File: config.mk
export PLATFORM = sky130hd
export DESIGN_NAME = ccd_readout_bin_flat
export DESIGN_NICKNAME = d
export VERILOG_FILES = /design/src/rtl/ccd_readout_bin_if.sv /design/src/rtl/ccd_readout_bin.sv /design/src/flat_wrapper.sv
export SDC_FILE = /design/constraint.sdc
export NUM_CORES = 1
export LEC_CHECK = 0
export CAP_MARGIN = 40
export CORE_MARGIN = 2
export CORE_UTILIZATION = 45
export CTS_CLUSTER_SIZE = 8
export DETAILED_ROUTE_END_ITERATION = 16
export PLACE_DENSITY = 0.68
export SYNTH_ARGS = -nofsm -noshare
export SYNTH_HDL_FRONTEND = slang
export SYNTH_SLANG_ARGS = --single-unit
File: constraint.sdc
create_clock -name clk -period 2.85 [get_ports clk]
set_input_delay 0.855 -clock clk [delete_from_list [all_inputs] [get_ports clk]]
set_output_delay 0.855 -clock clk [all_outputs]
set_load 0.01 [all_outputs]
File: src/rtl/ccd_readout_bin_if.sv
// ccd_readout_bin_if: valid/ready pixel stream between the readout sequencer and the pixel FIFO
// master drives data_out/data_valid/data_sof/data_eol; slave drives data_ready
interface ccd_readout_bin_if;
  logic [15:0] data_out;
  logic        data_valid;
  logic        data_ready;
  logic        data_sof;
  logic        data_eol;
  modport master (output data_out, data_valid, data_sof, data_eol, input data_ready);
  modport slave (input data_out, data_valid, data_sof, data_eol, output data_ready);
endinterface

File: src/rtl/ccd_readout_bin.sv
// ccd_readout_bin: KAF CCD clock / AD9826 strobe sequencer with runtime binning and a valid/ready pixel stream
// clk, rst_n (async active-low); start/mode/hbin/vbin/abort commands; busy status
// ad_cdsclk1/ad_cdsclk2/ad_adclk/ad_oeb_n, ad_data: AD9826; kaf_r/h1/v1/v2/amp: CCD clocks; s: pixel stream
module ccd_readout_bin #(
  parameter int H_PIXELS = 2184,
  parameter int V_PIXELS = 1472,
  parameter int V_DELAY  = 150,
  parameter int CLK_DIV  = 2,
  parameter int CW       = 12
) (
  input  logic              clk,
  input  logic              rst_n,
  input  logic              start,
  input  logic [1:0]        mode,
  input  logic [2:0]        hbin,
  input  logic [2:0]        vbin,
  input  logic              abort,
  output logic              busy,
  output logic              ad_cdsclk1,
  output logic              ad_cdsclk2,
  output logic              ad_adclk,
  output logic              ad_oeb_n,
  input  logic [7:0]        ad_data,
  output logic              kaf_r,
  output logic              kaf_h1,
  output logic              kaf_v1,
  output logic              kaf_v2,
  output logic              kaf_amp,
  ccd_readout_bin_if.master s
);
  localparam int DW = CLK_DIV > 1 ? $clog2(CLK_DIV) : 1;
  typedef enum logic [3:0] {IDLE, V0, V1, V2, V3, V4, H0, H1, H2, H3, H4, H5, H6, H7, H8, H9} state_t;
  state_t st, nx;
  logic [DW-1:0] div;
  logic [1:0] md, md_n;
  logic [2:0] hbf, hbf_n, vbf, vbf_n, hb, hb_n, vb, vb_n;
  logic [CW-1:0] lines, lines_n, hc, hc_n, dly, dly_n;
  logic [15:0] dout, dout_n;
  logic dv, dv_n, sof, sof_n, eol, eol_n, fw, fw_n;
  logic tick, cln, hfin, gend, vdone, rend, cl_n, f_n, hs_n;
  function automatic logic [2:0] clamp(input logic [2:0] x, input logic en);
    return (!en || x == 3'd0 || x > 3'd4) ? 3'd1 : x;
  endfunction
  assign tick = div == DW'(CLK_DIV - 1);
  assign cln = md == 2'd1;
  // a bin closes early when the row runs out of shifts; a group closes early when the frame runs out of lines
  assign hfin = hb == hbf - 3'd1 || rend;
  assign gend = vb == vbf - 3'd1 || lines == CW'(V_PIXELS - 1);
  assign vdone = dly == CW'(V_DELAY);
  assign rend = hc == CW'(H_PIXELS - 1);
  // strobes are registered from the next-state decode so they change exactly with the state register
  assign cl_n = md_n == 2'd1;
  assign f_n = hb_n == 3'd0;
  assign hs_n = nx >= H0;
  assign s.data_out = dout;
  assign s.data_valid = dv;
  assign s.data_sof = sof;
  assign s.data_eol = eol;
  always_comb begin
    nx = st;
    md_n = md;
    hbf_n = hbf;
    vbf_n = vbf;
    hb_n = hb;
    vb_n = vb;
    lines_n = lines;
    hc_n = hc;
    dly_n = dly;
    dout_n = dout;
    fw_n = fw;
    dv_n = dv && !s.data_ready;
    sof_n = sof && dv_n;
    eol_n = eol && dv_n;
    if (tick && abort) begin
      nx = IDLE;
      dv_n = 1'b0;
      sof_n = 1'b0;
      eol_n = 1'b0;
    end else if (tick) begin
      case (st)
        IDLE: if (start && mode != 2'd0) begin
          nx = V0;
          md_n = mode;
          hbf_n = clamp(hbin, mode == 2'd3);
          vbf_n = clamp(vbin, mode == 2'd3);
          hb_n = '0;
          vb_n = '0;
          lines_n = '0;
          hc_n = '0;
          dly_n = '0;
          fw_n = 1'b1;
        end
        V0: nx = V1;
        V1, V2, V3: begin
          dly_n = vdone ? '0 : dly + 1'b1;
          if (vdone) nx = st == V1 ? V2 : st == V2 ? V3 : V4;
        end
        V4: if (!vdone) dly_n = dly + 1'b1;
        else if (!gend) begin
          nx = V0;
          dly_n = '0;
          lines_n = lines + 1'b1;
          vb_n = vb + 1'b1;
        end else if (cln || !dv) begin
          nx = H0;
          dly_n = '0;
          lines_n = lines + 1'b1;
          vb_n = '0;
          hc_n = '0;
          hb_n = '0;
        end
        H3: if (!(hfin && dv && !cln)) nx = H4;
        H4: begin
          nx = H5;
          if (hfin && !cln) dout_n[7:0] = ad_data;
        end
        H5: if (hfin) nx = H6;
        else begin
          nx = H0;
          hc_n = hc + 1'b1;
          hb_n = hb + 1'b1;
        end
        H9: begin
          if (!cln) begin
            dout_n[15:8] = ad_data;
            dv_n = 1'b1;
            sof_n = fw;
            eol_n = rend;
            fw_n = 1'b0;
          end
          hb_n = '0;
          hc_n = rend ? '0 : hc + 1'b1;
          nx = !rend ? H0 : lines == CW'(V_PIXELS) ? IDLE : V0;
        end
        default: nx = state_t'(st + 4'd1);
      endcase
    end
  end
  always_ff @(posedge clk or negedge rst_n)
    if (!rst_n) begin
      st <= IDLE;
      div <= '0;
      md <= '0;
      hbf <= 3'd1;
      vbf <= 3'd1;
      hb <= '0;
      vb <= '0;
      lines <= '0;
      hc <= '0;
      dly <= '0;
      dout <= '0;
      dv <= 1'b0;
      sof <= 1'b0;
      eol <= 1'b0;
      fw <= 1'b0;
      busy <= 1'b0;
      kaf_r <= 1'b0;
      kaf_h1 <= 1'b0;
      kaf_v1 <= 1'b0;
      kaf_v2 <= 1'b0;
      kaf_amp <= 1'b0;
      ad_cdsclk1 <= 1'b0;
      ad_cdsclk2 <= 1'b0;
      ad_adclk <= 1'b1;
      ad_oeb_n <= 1'b1;
    end else begin
      div <= tick ? '0 : div + 1'b1;
      st <= nx;
      md <= md_n;
      hbf <= hbf_n;
      vbf <= vbf_n;
      hb <= hb_n;
      vb <= vb_n;
      lines <= lines_n;
      hc <= hc_n;
      dly <= dly_n;
      dout <= dout_n;
      dv <= dv_n;
      sof <= sof_n;
      eol <= eol_n;
      fw <= fw_n;
      busy <= nx != IDLE || dv_n;
      kaf_r <= nx == H0 && f_n;
      kaf_h1 <= nx >= H0 && nx <= H4;
      kaf_v1 <= nx == V2;
      kaf_v2 <= nx == V1 || nx == V3;
      kaf_amp <= nx != IDLE && !cl_n;
      ad_cdsclk1 <= !cl_n && nx == H2 && f_n;
      ad_cdsclk2 <= !cl_n && (nx == H6 || nx == H7 || nx == H8);
      ad_adclk <= cl_n || !hs_n || nx == H0 || nx == H1 || nx == H7 || nx == H8 || nx == H9;
      ad_oeb_n <= cl_n || !hs_n;
    end
endmodule

File: src/flat_wrapper.sv
// flat-port wrapper written by rule: the top's interface ports become plain ports
module ccd_readout_bin_flat 
#(
  parameter int H_PIXELS = 2184,
  parameter int V_PIXELS = 1472,
  parameter int V_DELAY  = 150,
  parameter int CLK_DIV  = 2,
  parameter int CW       = 12
)
  (clk, rst_n, start, mode, hbin, vbin, abort, busy, ad_cdsclk1, ad_cdsclk2, ad_adclk, ad_oeb_n, ad_data, kaf_r, kaf_h1, kaf_v1, kaf_v2, kaf_amp, s_data_out, s_data_valid, s_data_sof, s_data_eol, s_data_ready);
  ccd_readout_bin_if s_i ();
  input  logic clk;
  input  logic rst_n;
  input  logic start;
  input  logic [1:0] mode;
  input  logic [2:0] hbin;
  input  logic [2:0] vbin;
  input  logic abort;
  output logic busy;
  output logic ad_cdsclk1;
  output logic ad_cdsclk2;
  output logic ad_adclk;
  output logic ad_oeb_n;
  input  logic [7:0] ad_data;
  output logic kaf_r;
  output logic kaf_h1;
  output logic kaf_v1;
  output logic kaf_v2;
  output logic kaf_amp;
  output wire logic [$bits(s_i.data_out)-1:0] s_data_out;
  output wire logic [$bits(s_i.data_valid)-1:0] s_data_valid;
  output wire logic [$bits(s_i.data_sof)-1:0] s_data_sof;
  output wire logic [$bits(s_i.data_eol)-1:0] s_data_eol;
  input wire logic [$bits(s_i.data_ready)-1:0] s_data_ready;
  assign s_data_out = s_i.data_out;
  assign s_data_valid = s_i.data_valid;
  assign s_data_sof = s_i.data_sof;
  assign s_data_eol = s_i.data_eol;
  assign s_i.data_ready = s_data_ready;
  ccd_readout_bin #(.H_PIXELS(H_PIXELS), .V_PIXELS(V_PIXELS), .V_DELAY(V_DELAY), .CLK_DIV(CLK_DIV), .CW(CW)) u_core (.clk(clk), .rst_n(rst_n), .start(start), .mode(mode), .hbin(hbin), .vbin(vbin), .abort(abort), .busy(busy), .ad_cdsclk1(ad_cdsclk1), .ad_cdsclk2(ad_cdsclk2), .ad_adclk(ad_adclk), .ad_oeb_n(ad_oeb_n), .ad_data(ad_data), .kaf_r(kaf_r), .kaf_h1(kaf_h1), .kaf_v1(kaf_v1), .kaf_v2(kaf_v2), .kaf_amp(kaf_amp), .s(s_i));
endmodule
==> results.md, run 1 <==
- Synth area leader: dfrtp_1
- Final cell count without fillers: approximately 700
- Arr. time, crit path: approximately 3 ns
- Clk pwr share: 0.238
- Final slew viol count: 0
- Setup crit start kind: flip-flop
- Htree depth: 3
- ANT cells: 0
- Sw power: 0.001403 W
- Seq pwr share: 0.371
- Worst-path clk slew: roughly 0.1 ns
- Clock sink count: between 80 and 90
- CTS Buffer Depth: 2
- Crit-path cells: inv_1, ha_2, or3b_2, o21ai_1, a22oi_1, and3_1, a32oi_2, and2_1, nor3b_1
- Full die area: approximately 11000 um^2
- GRT overflow: 0
- Power per Cell Area: roughly 660 nW/um^2
- Initial antenna violation count: 0
- MaxCap Viol Count: 0
- Final cell utilization of the core: 0.5708
- Slowest CP cell: or3b_2
- Number of enable flip-flop cells after synthesis: 0
- CTS tree: built
- CP endpoint kind: flip-flop
- First-pass GRT wire length: about 19000 um
- DR pass1 iterations: 5
- Max incr delay on CP: ~0.54 ns
- Drt drc: 0
- Crit Path Max Fanout: 7
- I/O Pins: 50
- Syn_nets: 532
- P_leak: 2.554 nW
- Synth Register Bits: between 80 and 90
- Least-Margin Pin Slew: between 0.5 and 0.6 ns
- Layout cells sized above 1: 0.1821
- Final WL: between 10000 and 15000 um
- R2r setup slk: ~0.16 ns
- Area Overhead vs Synth: 23.20%
- Clock insertion delay at the later pin of the skew report: about 0.38 ns
- Most common cell in the synthesized netlist: dfrtp_1
- Seq/Total Area, Yosys: 0.4457
- Die height: between 100 and 150 um
- Min-Delay Path Class: in2async
- Synth area leaders: dfrtp_1 (42%), mux2_2 (4.2%), nand2_1 (4.1%), o21ai_0 (4.0%), nor2_1 (3.9%)
- Antenna Nets Post-Route: 0
- Vias in the first global route: just under 4k
- GRT Util Overall: 0.2108
- PortBufs: just under 50
- CTS buffer count: 9
- Sw Ratio: 0.3627
- Min cycle time layout: between 2 and 3 ns
- Synthesized area: ~4800 um^2
- GPL Wtd Cong: 0.9179
- Via-to-Cell Ratio: between 5 and 6
- Hold Vio Cnt, Final: 0
- Max Fclk: roughly 0.37 GHz
- Final number of setup-violating endpoints: 0
- Fillers: 900
- WP data required: about 3.2 ns
- Nets@finish: 611
- Dpl cells: 702
- Top cell type's share of synthesized area: 0.4238
- Cell Rows: 37
- Gate power share: 0.391
- DP Wirelength: approximately 8300 um
- CTS root buf: clkbuf_8
- Initial Utilization: 0.4633
- Die width: roughly 110 um
- CORE AREA: a little over 10000 um^2
- WS Path Type: reg2reg
- Largest net degree at the start of global routing: between 40 and 50
- Slew HR: 0.6051
- Int Pwr: 0.002465 W
- Cell variety after synth: 75
- Most frequent cells after synthesis: dfrtp_1 (81), nand2_1 (52), nor2_1 (50)
- Peak supply drop: 0.3064 mV
- Status: finished clean
- WL/cell: around 16 um
- Setup TNS: 0 ns
- Via count: around 4k
- Synth Flop Type: dfrtp_1
- Fin crit share: 0.9455
- Syn Inst Count: ~500
- Asr flop ratio synth: 1.000
- Unrepaired setup endpoints after global routing: yes
- Initial drt markers: between 200 and 250
- Synth warnings: 0
- Mapped Avg Cell Area: 9.605 um^2
- Worst Skew: between 0.01 and 0.015 ns
## flip-flops by register name (all words and copies together), names as in the netlist, 2 cells and up
register	flops
u_core.dly	12
u_core.hb	3
u_core.vb	3
u_core.s.data_out	16
u_core.hbf	3
u_core.hc	12
u_core.st	4
u_core.md	2
u_core.lines	12
u_core.vbf	3
## timing repair
item	4_1_cts	5_1_grt
setup buffers	0	0
hold buffers	0	0
endpoints found under the setup margin	0	10
hold endpoints to repair	0	0
gates resized for setup	0	8
## layout by cell type (no fill, tap or decap), drive strengths merged, types with 8 or more instances in the layout
master	Yosys	final
a21oi	13	13
and3	15	15
buf	3	39
clkbuf	16	9
clkdlybuf4s50	0	48
dfrtp	81	81
ha	13	13
inv	28	33
mux2	18	18
nand2	52	52
nand3	12	12
nand4	8	8
nor2	50	50
nor3	16	16
nor4	8	8
o21ai	38	38
xnor2	20	20
## per-stage QoR
step | power [W] | instance area [um^2] | hold WS (ns) | setup WS [ns]
after global placement | 0.002915 | 5664 | 0.4603 | -0.08335
after detailed placement | 0.002930 | 5664 | 0.4658 | -0.1887
after floorplan | 0.002340 | 4783 | 0.4413 | 0.2193
after CTS | 0.003869 | 5874 | 0.4665 | 0.05166
final | 0.003868 | 5893 | 0.4628 | 0.1553
after global routing | 0.004104 | 5893 | 0.4855 | -0.02546
## cell families (layout without fill, tap and decap cells)
| family | Yosys count | count (layout) | share of synthesized area |
|---|---|---|---|
| AND/OR/NAND/NOR | 201 | 201 | 0.2179 |
| adder cells (fa/ha/maj) | 13 | 13 | 0.03401 |
| buffers and inverters | 47 | 131 | 0.03767 |
| AO/OA/AOI/OAI | 107 | 107 | 0.1669 |
| flip-flops | 85 | 85 | 0.4457 |
| XOR/XNOR | 26 | 26 | 0.05336 |
| multiplexers | 19 | 19 | 0.04447 |
## critical path, delay by kind of cell, from the launching register on
family,cells,cell delay [ns]
flops,1,0.45
buf+inv,1,0.19
compound gates,3,0.55
fa+ha+maj,1,0.29
simple gates,4,1.12
## routing by layer
layer | part of all wire | vias to the layer above | wire, um | GRT usage
li1 | - | 1937 | - | -
met1 | 0.46 | 1935 | 5232 | 0.2962
met2 | 0.47 | 104 | 5280 | 0.3232
met3 | 0.056 | 16 | 637 | 0.04620
met4 | 0.018 | 0 | 203 | 0.06957
met5 | 0 | - | 0 | 0
## power by group through the flow
stage	clock network (W)	registers, W	logic (W)
3_5_place_dp	0	0.00145	0.00148
6_report	0.000922	0.00143	0.00151
3_3_place_gp	0	0.00145	0.00146
2_1_floorplan	0	0.00148	0.000864
4_1_cts	0.000946	0.00144	0.00149
5_1_grt	0.000998	0.00146	0.00165
## cell type report
cell class / instances / area, um^2 / share of cell area
inverter: 28 / 105.1 / 0.01783
clock inverter: 7 / 86.33 / 0.01465
timing repair buffer: 87 / 785.8 / 0.1333
sequential: 85 / 2133 / 0.3620
tap: 136 / 170.2 / 0.02887
clock buffer: 9 / 123.9 / 0.02102
multi-input combinational: 366 / 2489 / 0.4223
## path summary, 6_finish.rpt
path,from,endpoint,cells after the start
setup / recovery,u_core.st[0],u_core.kaf_v1,9
hold / removal,rst_n,u_core.lines[11],1
setup reg to reg,u_core.st[0],u_core.kaf_v1,9
hold reg to reg,u_core.md[1],u_core.md[1],2
max in group asynchronous,rst_n,u_core.hbf[0],2
min in group clk,u_core.md[1],u_core.md[1],2
Note: power is estimated with default switching activity, not from simulation.
==> run 2: changes to the inputs <==
--- a/config.mk
+++ b/config.mk
@@ -8,6 +8,7 @@
 export CAP_MARGIN = 40
 export CORE_MARGIN = 2
 export CORE_UTILIZATION = 45
+export CTS_CLUSTER_DIAMETER = 50
 export CTS_CLUSTER_SIZE = 8
 export DETAILED_ROUTE_END_ITERATION = 16
 export PLACE_DENSITY = 0.68
==> results of run 2 <==
The final DEF is identical to that of run 1; final timing and power are the same.
